`src/rtl/serial_link_xcvr_if.sv`:
```
// Frame-side and pin-side signals of the serial link transceiver.
// The slave modport is the transceiver; master is whatever drives it.
interface serial_link_xcvr_if #(
   parameter int unsigned WIDTH = 256
);

   logic             startTransfer;
   logic             readyForSend;
   logic [WIDTH-1:0] sendBuffer;
   logic             txBusy;
   logic             txDone;
   logic             clkOut;
   logic             dataOut;
   logic             clkIn;
   logic             dataIn;
   logic [WIDTH-1:0] receiveBuffer;
   logic             newData;
   logic             rxError;

   modport master (
      output startTransfer, readyForSend, sendBuffer, clkIn, dataIn,
      input  txBusy, txDone, clkOut, dataOut, receiveBuffer, newData, rxError
   );

   modport slave (
      input  startTransfer, readyForSend, sendBuffer, clkIn, dataIn,
      output txBusy, txDone, clkOut, dataOut, receiveBuffer, newData, rxError
   );

endinterface

```
`src/rtl/serial_link_xcvr.sv`:
```
// Full-duplex synchronous serial transceiver: TX serialises a latched frame with a
// forwarded clock; RX oversamples the remote clock/data and rebuilds frames with an idle timeout.
module serial_link_xcvr #(
   parameter int unsigned WIDTH      = 256,
   parameter int unsigned CLK_DIV    = 8,
   parameter bit          LSB_FIRST  = 1'b1,
   parameter int unsigned RX_TIMEOUT = 64
) (
   input  logic               clk,
   input  logic               rst,
   serial_link_xcvr_if.slave  bus
);

   localparam int unsigned BIT_W  = $clog2(WIDTH);
   localparam int unsigned DIV_W  = $clog2(CLK_DIV);
   localparam int unsigned RXC_W  = $clog2(WIDTH + 1);
   localparam int unsigned IDLE_W = $clog2(RX_TIMEOUT + 1);
   localparam int unsigned HALF   = CLK_DIV / 2;

   typedef enum logic [1:0] {
      TX_IDLE  = 2'd0,
      TX_SHIFT = 2'd1,
      TX_DONE  = 2'd2
   } tx_state_e;

   tx_state_e          tx_state_q, tx_state_d;
   logic [WIDTH-1:0]   tx_shift_q, tx_shift_d;
   logic [BIT_W-1:0]   bit_cnt_q, bit_cnt_d;
   logic [DIV_W-1:0]   div_cnt_q, div_cnt_d;
   logic               tx_busy_q, tx_busy_d;
   logic               tx_done_q, tx_done_d;
   logic               clk_out_q, clk_out_d;
   logic               data_out_q, data_out_d;

   logic [2:0]         clk_sync_q, clk_sync_d;
   logic [1:0]         data_sync_q, data_sync_d;
   logic [WIDTH-1:0]   rx_shift_q, rx_shift_d;
   logic [RXC_W-1:0]   rx_cnt_q, rx_cnt_d;
   logic [IDLE_W-1:0]  idle_cnt_q, idle_cnt_d;
   logic [WIDTH-1:0]   rx_buf_q, rx_buf_d;
   logic               new_data_q, new_data_d;
   logic               rx_error_q, rx_error_d;

   logic [BIT_W-1:0]   tx_idx_c;
   logic [BIT_W-1:0]   rx_idx_c;
   logic               rx_rise_c;

   // Bit position on the wire for the current TX and RX counts.
   always_comb begin
      tx_idx_c = LSB_FIRST ? bit_cnt_q : BIT_W'(WIDTH - 1) - bit_cnt_q;
      rx_idx_c = LSB_FIRST ? BIT_W'(rx_cnt_q) : BIT_W'(WIDTH - 1) - BIT_W'(rx_cnt_q);
      rx_rise_c = clk_sync_q[1] & ~clk_sync_q[2];
   end

   // TX next state: outputs lag the divider by one cycle, so the clkOut rise lands mid-bit.
   always_comb begin
      tx_state_d = tx_state_q;
      tx_shift_d = tx_shift_q;
      bit_cnt_d  = bit_cnt_q;
      div_cnt_d  = div_cnt_q;
      tx_busy_d  = tx_busy_q;
      tx_done_d  = 1'b0;
      clk_out_d  = clk_out_q;
      data_out_d = data_out_q;

      unique case (tx_state_q)
         TX_IDLE: begin
            clk_out_d  = 1'b0;
            data_out_d = 1'b0;
            tx_busy_d  = 1'b0;
            if (bus.startTransfer && bus.readyForSend) begin
               tx_shift_d = bus.sendBuffer;
               bit_cnt_d  = '0;
               div_cnt_d  = '0;
               tx_busy_d  = 1'b1;
               tx_state_d = TX_SHIFT;
            end
         end
         TX_SHIFT: begin
            if (div_cnt_q == '0) begin
               data_out_d = tx_shift_q[tx_idx_c];
            end
            clk_out_d = (div_cnt_q >= DIV_W'(HALF));
            if (div_cnt_q == DIV_W'(CLK_DIV - 1)) begin
               div_cnt_d = '0;
               if (bit_cnt_q == BIT_W'(WIDTH - 1)) begin
                  // busy drops as the last bit period closes; DONE then clears the pins
                  tx_busy_d  = 1'b0;
                  tx_state_d = TX_DONE;
               end else begin
                  bit_cnt_d = bit_cnt_q + 1'b1;
               end
            end else begin
               div_cnt_d = div_cnt_q + 1'b1;
            end
         end
         TX_DONE: begin
            clk_out_d  = 1'b0;
            data_out_d = 1'b0;
            tx_done_d  = 1'b1;
            tx_busy_d  = 1'b0;
            tx_state_d = TX_IDLE;
         end
         default: begin
            tx_state_d = TX_IDLE;
         end
      endcase
   end

   // RX next state: synchronise, capture on clkIn rise, commit a full frame one cycle later.
   always_comb begin
      clk_sync_d  = {clk_sync_q[1:0], bus.clkIn};
      data_sync_d = {data_sync_q[0], bus.dataIn};
      rx_shift_d  = rx_shift_q;
      rx_cnt_d    = rx_cnt_q;
      idle_cnt_d  = idle_cnt_q;
      rx_buf_d    = rx_buf_q;
      new_data_d  = 1'b0;
      rx_error_d  = 1'b0;

      if (rx_cnt_q == RXC_W'(WIDTH)) begin
         rx_buf_d   = rx_shift_q;
         new_data_d = 1'b1;
         rx_cnt_d   = '0;
         idle_cnt_d = '0;
      end else if (rx_rise_c) begin
         rx_shift_d[rx_idx_c] = data_sync_q[1];
         rx_cnt_d             = rx_cnt_q + 1'b1;
         idle_cnt_d           = '0;
      end else if (rx_cnt_q != '0) begin
         if (idle_cnt_q == IDLE_W'(RX_TIMEOUT - 1)) begin
            rx_shift_d = '0;
            rx_cnt_d   = '0;
            idle_cnt_d = '0;
            rx_error_d = 1'b1;
         end else begin
            idle_cnt_d = idle_cnt_q + 1'b1;
         end
      end
   end

   always_ff @(posedge clk or posedge rst) begin
      if (rst) begin
         tx_state_q  <= TX_IDLE;
         tx_shift_q  <= '0;
         bit_cnt_q   <= '0;
         div_cnt_q   <= '0;
         tx_busy_q   <= 1'b0;
         tx_done_q   <= 1'b0;
         clk_out_q   <= 1'b0;
         data_out_q  <= 1'b0;
         clk_sync_q  <= '0;
         data_sync_q <= '0;
         rx_shift_q  <= '0;
         rx_cnt_q    <= '0;
         idle_cnt_q  <= '0;
         rx_buf_q    <= '0;
         new_data_q  <= 1'b0;
         rx_error_q  <= 1'b0;
      end else begin
         tx_state_q  <= tx_state_d;
         tx_shift_q  <= tx_shift_d;
         bit_cnt_q   <= bit_cnt_d;
         div_cnt_q   <= div_cnt_d;
         tx_busy_q   <= tx_busy_d;
         tx_done_q   <= tx_done_d;
         clk_out_q   <= clk_out_d;
         data_out_q  <= data_out_d;
         clk_sync_q  <= clk_sync_d;
         data_sync_q <= data_sync_d;
         rx_shift_q  <= rx_shift_d;
         rx_cnt_q    <= rx_cnt_d;
         idle_cnt_q  <= idle_cnt_d;
         rx_buf_q    <= rx_buf_d;
         new_data_q  <= new_data_d;
         rx_error_q  <= rx_error_d;
      end
   end

   assign bus.txBusy        = tx_busy_q;
   assign bus.txDone        = tx_done_q;
   assign bus.clkOut        = clk_out_q;
   assign bus.dataOut       = data_out_q;
   assign bus.receiveBuffer = rx_buf_q;
   assign bus.newData       = new_data_q;
   assign bus.rxError       = rx_error_q;

endmodule
```
`src/flat_wrapper.sv`:
```
// flat-port wrapper written by rule: the top's interface ports become plain ports
module serial_link_xcvr_flat 
#(
   parameter int unsigned WIDTH      = 256,
   parameter int unsigned CLK_DIV    = 8,
   parameter bit          LSB_FIRST  = 1'b1,
   parameter int unsigned RX_TIMEOUT = 64
)
  (clk, rst, bus_startTransfer, bus_readyForSend, bus_sendBuffer, bus_clkIn, bus_dataIn, bus_txBusy, bus_txDone, bus_clkOut, bus_dataOut, bus_receiveBuffer, bus_newData, bus_rxError);
  serial_link_xcvr_if #(.WIDTH(WIDTH)) bus_i ();
  input  logic clk;
  input  logic rst;
  input wire logic [$bits(bus_i.startTransfer)-1:0] bus_startTransfer;
  input wire logic [$bits(bus_i.readyForSend)-1:0] bus_readyForSend;
  input wire logic [$bits(bus_i.sendBuffer)-1:0] bus_sendBuffer;
  input wire logic [$bits(bus_i.clkIn)-1:0] bus_clkIn;
  input wire logic [$bits(bus_i.dataIn)-1:0] bus_dataIn;
  output wire logic [$bits(bus_i.txBusy)-1:0] bus_txBusy;
  output wire logic [$bits(bus_i.txDone)-1:0] bus_txDone;
  output wire logic [$bits(bus_i.clkOut)-1:0] bus_clkOut;
  output wire logic [$bits(bus_i.dataOut)-1:0] bus_dataOut;
  output wire logic [$bits(bus_i.receiveBuffer)-1:0] bus_receiveBuffer;
  output wire logic [$bits(bus_i.newData)-1:0] bus_newData;
  output wire logic [$bits(bus_i.rxError)-1:0] bus_rxError;
  assign bus_i.startTransfer = bus_startTransfer;
  assign bus_i.readyForSend = bus_readyForSend;
  assign bus_i.sendBuffer = bus_sendBuffer;
  assign bus_i.clkIn = bus_clkIn;
  assign bus_i.dataIn = bus_dataIn;
  assign bus_txBusy = bus_i.txBusy;
  assign bus_txDone = bus_i.txDone;
  assign bus_clkOut = bus_i.clkOut;
  assign bus_dataOut = bus_i.dataOut;
  assign bus_receiveBuffer = bus_i.receiveBuffer;
  assign bus_newData = bus_i.newData;
  assign bus_rxError = bus_i.rxError;
  serial_link_xcvr #(.WIDTH(WIDTH), .CLK_DIV(CLK_DIV), .LSB_FIRST(LSB_FIRST), .RX_TIMEOUT(RX_TIMEOUT)) u_core (.clk(clk), .rst(rst), .bus(bus_i));
endmodule
```
`config.mk`:
```
export PLATFORM = sky130hd
export DESIGN_NAME = serial_link_xcvr_flat
export DESIGN_NICKNAME = d
export VERILOG_FILES = /design/src/rtl/serial_link_xcvr_if.sv /design/src/rtl/serial_link_xcvr.sv /design/src/flat_wrapper.sv
export SDC_FILE = /design/constraint.sdc
export NUM_CORES = 2
export LEC_CHECK = 0
export CAP_MARGIN = 10
export CORE_MARGIN = 2
export CORE_UTILIZATION = 54
export CTS_CLUSTER_DIAMETER = 50
export DETAILED_ROUTE_END_ITERATION = 6
export PLACE_DENSITY = 0.8
export SYNTH_ARGS = -nofsm -noshare
export SYNTH_HDL_FRONTEND = slang
export SYNTH_SLANG_ARGS = --single-unit
```
`constraint.sdc`:
```
create_clock -name clk -period 37.2 [get_ports clk]
set_input_delay 7.44 -clock clk [delete_from_list [all_inputs] [get_ports clk]]
set_output_delay 7.44 -clock clk [all_outputs]
set_load 0.03 [all_outputs]
```
==> summary.txt <==
Status
  – Status: completed

Clock network
  – Hold buffers post-CTS: 0
  – Cts bufs inserted: 88
  – H-tree depth: 3
  – Clk slew on worst S/H paths: 60 ps
  – Root Buffer: clkbuf_16
  – Clk buf depth: 3
  – Setup bufs post-CTS: 0
  – Clk_lat worst skew: 650 ps
  – Clk sinks: 808
  – CTS tree: done
  – Post-CTS sizing: 0

Placed design
  – Input/output buffers: 523
  – HPWL Detailed: 69440 um
  – Placed Cells: 4423
  – Placer Congestion: 0.8862

Routing
  – Vias/cell: 6.062
  – DR vias: 27873
  – 1st-pass router iterations: 7
  – WL final: 111600 um
  – DRC marker count from the first detailed-route iteration: 3414
  – DRC: 0
  – DR WL/cell: 24.28 um
  – Final ANT Viol Nets: 0

Timing
  – RSZ-0062 raised after global routing: false
  – Setup tns final: 0 ps
  – Final Skew: 31.39 ps
  – Slew Viols, Final: 0
  – Relative slew slack: 0.09559
  – Fin crit share: 0.2763
  – Period minus WS final: 10280 ps
  – Fin. Hold Viols: 0
  – Setup violators final: 0
  – F_max: 97.29 MHz
  – Least-Margin Pin Slew: 1357 ps

Synth
  – Sequential fraction of the synthesis area: 0.5846
  – Simple-gate share of the synthesized area: 0.1134
  – Synth area leaders: dfrtp_1 58%, nand2_1 9.1%, mux2_2 8.4%, o21ai_0 7.2%, a21oi_1 3.8%
  – Yosys top cell area share: 0.5846
  – Post-Synthesis Cell Area: 34590 um2
  – Asr flop ratio synth: 1.000
  – Syn nets: 3550
  – Post-synth EDFFs: 0
  – Post-Synth Adder-Cell Area: 0.005065
  – Mapped Cells: 3274
  – Xor/xnor share of the synthesized area: 0.002532
  – Compound-cell area share of the yosys netlist: 0.1282
  – Post-synthesis mux area share: 0.1289
  – Synth unique cells: 66
  – Cell type with the largest total area after synthesis: dfrtp_1
  – Largest family of logic cells by synthesized area: multiplexers
  – Syn avg cell area: 10.56 um2
  – Seq cells post-synth: 808
  – Yosys warns: 0
  – Most used DFF post-synth: dfrtp_1

Worst setup path
  – Worst setup path endpoint: u_core.bus.receiveBuffer[17]$_DFFE_PP0N_
  – R2R cell count: 6
  – Crit path required time: 37850 ps
  – Worst r2r dst: u_core.rx_shift_q[218]$_DFFE_PP0P_
  – Worst Setup Start Kind: input pin
  – WP data arrival: 10920 ps
  – Cell family with most CP delay: buffers and inverters
  – Crit-path max cell delay: 850 ps
  – R2r setup slk: 32330 ps
  – Critical Path Stages: 5
  – Buf/Inv on CP: 5
  – R2r startpoint: u_core.rx_cnt_q[7]$_DFFE_PP0P_
  – Worst Path Max Fanout: 98
  – Most used cell, CP: buf_4
  – Slowest-stage cell, CP: buf_4
  – Worst setup EP type: asynchronous set/reset pin
  – Critical path class: input pin to asynchronous set/reset pin
  – Crit-path cells: clkdlybuf4s50_1, inv_8, buf_4, buf_4, buf_4
  – Start point of the critical path: rst

Layout
  – Commonest non-fill, non-tap cells in the layout: 833 x nand2_1, 806 x dfrtp_1, 523 x clkdlybuf4s50_1, 496 x o21ai_0, 266 x a21oi_1
  – Fraction of layout cells with a size suffix above 1: 0.1336
  – Non-Filler Instances: 4598
  – Nets: 3943
  – P&R area growth vs syn: 24.67%
  – Commonest non-fill, non-tap cell in the layout: nand2_1

Pwr
  – Worst vdd ir: 0.03959 mV
  – Lkg Pwr: 19.79 nW
  – Power per cell area: 58.87 nW/um2
  – Power, Total: 2.539 mW

Global routing
  – Global-route wire length before repair: 167400 um
  – Initial antenna violation count: 18
  – Largest net degree at the start of global routing: 217
  – Total gr overflow: 0
  – Vias in the first global route: 27171
  – Total Routing Usage GR: 0.3315

Die
  – Initial Utilization: 0.5473
  – Row count: 92
  – Core Area: 63200 um2
  – Die width: 257.1 um
  – Die height: 257.1 um
  – Die area: 66090 um2
  – Top Ports: 524

Hold path
  – Worst min-delay path class: flip-flop to flip-flop

Job
  – # Max-Cap Violations: 0
synthesized netlist by cell type (all sizes together) (2+ instances only):
cell	number
a21oi	266
a22oi	5
a311oi	2
a31oi	6
and2	13
and3	9
buf	76
clkbuf	185
dfrtp	808
ha	14
inv	14
mux2	258
mux2i	27
mux4	53
nand2	841
nand2b	8
nand3	19
nand4	8
nor2	43
nor2b	9
nor3	14
nor3b	2
nor4	5
o211ai	2
o21a	3
o21ai	528
o221ai	13
o22ai	6
o31ai	6
o41ai	5
xnor2	5
xor2	5
cell families (layout without fill, tap and decap cells):
| logic type | after synthesis | in the layout |
|---|---|---|
| simple gates | 977 | 977 |
| mux | 338 | 338 |
| compound gates | 852 | 852 |
| fa+ha+maj | 14 | 14 |
| other cells | 0 | 17 |
| buf+inv | 275 | 736 |
| xor+xnor | 10 | 10 |
| flops | 808 | 808 |
through the flow:
step           hold slack (ps)  worst slack (ps)  utilization  cell area (um2)
2_1_floorplan            331.2              7068            -            34590
3_3_place_gp             413.5             26090       0.6341            40070
3_5_place_dp             408.4             26100       0.6341            40070
4_1_cts                  425.1             26780       0.6816            43080
5_1_grt                  422.2             26390       0.6822            43110
6_report                 422.5             26920       0.6823            43120
area by class of cell:
type	instances	area, um2
Sequential cell	808	20220
Fill cell	4612	20080
Multi-Input combinational cell	2191	13140
Timing Repair Buffer	564	5580
Clock buffer	115	2466
Tap cell	846	1059
Clock inverter	43	538.0
Inverter	14	67.56
Antenna cell	17	42.54
worst min-delay path by stage:
stage / slack, ps / startpoint / cells past startpoint / end
after global placement: 410 / u_core.clk_sync_q[0]$_DFF_PP0_ / 0 / u_core.clk_sync_q[1]$_DFF_PP0_
after detailed placement: 410 / u_core.data_sync_q[0]$_DFF_PP0_ / 0 / u_core.data_sync_q[1]$_DFF_PP0_
final: 420 / u_core.clk_sync_q[0]$_DFF_PP0_ / 0 / u_core.clk_sync_q[1]$_DFF_PP0_
after floorplan: 330 / u_core.clk_sync_q[0]$_DFF_PP0_ / 0 / u_core.clk_sync_q[1]$_DFF_PP0_
after global routing: 420 / u_core.data_sync_q[0]$_DFF_PP0_ / 0 / u_core.data_sync_q[1]$_DFF_PP0_
after CTS: 430 / u_core.clk_sync_q[0]$_DFF_PP0_ / 0 / u_core.clk_sync_q[1]$_DFF_PP0_
flip-flops by register name, summed over array words and instances (netlist names), 2 cells and up:
register	count
u_core.bit_cnt_q	8
u_core.bus.receiveBuffer	256
u_core.clk_sync_q	3
u_core.data_sync_q	2
u_core.div_cnt_q	3
u_core.idle_cnt_q	7
u_core.rx_cnt_q	9
u_core.rx_shift_q	256
u_core.tx_shift_q	256
u_core.tx_state_q	2
per-layer routing:
layer  GRT usage  vias up  part of all wire
met2      0.4970     1613              0.45
met1      0.4520    13941              0.39
met3     0.09180      301              0.11
met4      0.1525        6             0.047
li1            -    12012                 -
met5           0        -           0.00033
power by group:
part | total, mW | internal (mW) | leakage (nW) | switching [mW]
Clock | 0.909 | 0.535 | 1.47 | 0.373
Combinational | 0.496 | 0.256 | 7.62 | 0.240
Sequential | 1.13 | 1.03 | 10.7 | 0.102
(Power assumes the default switching activity.)
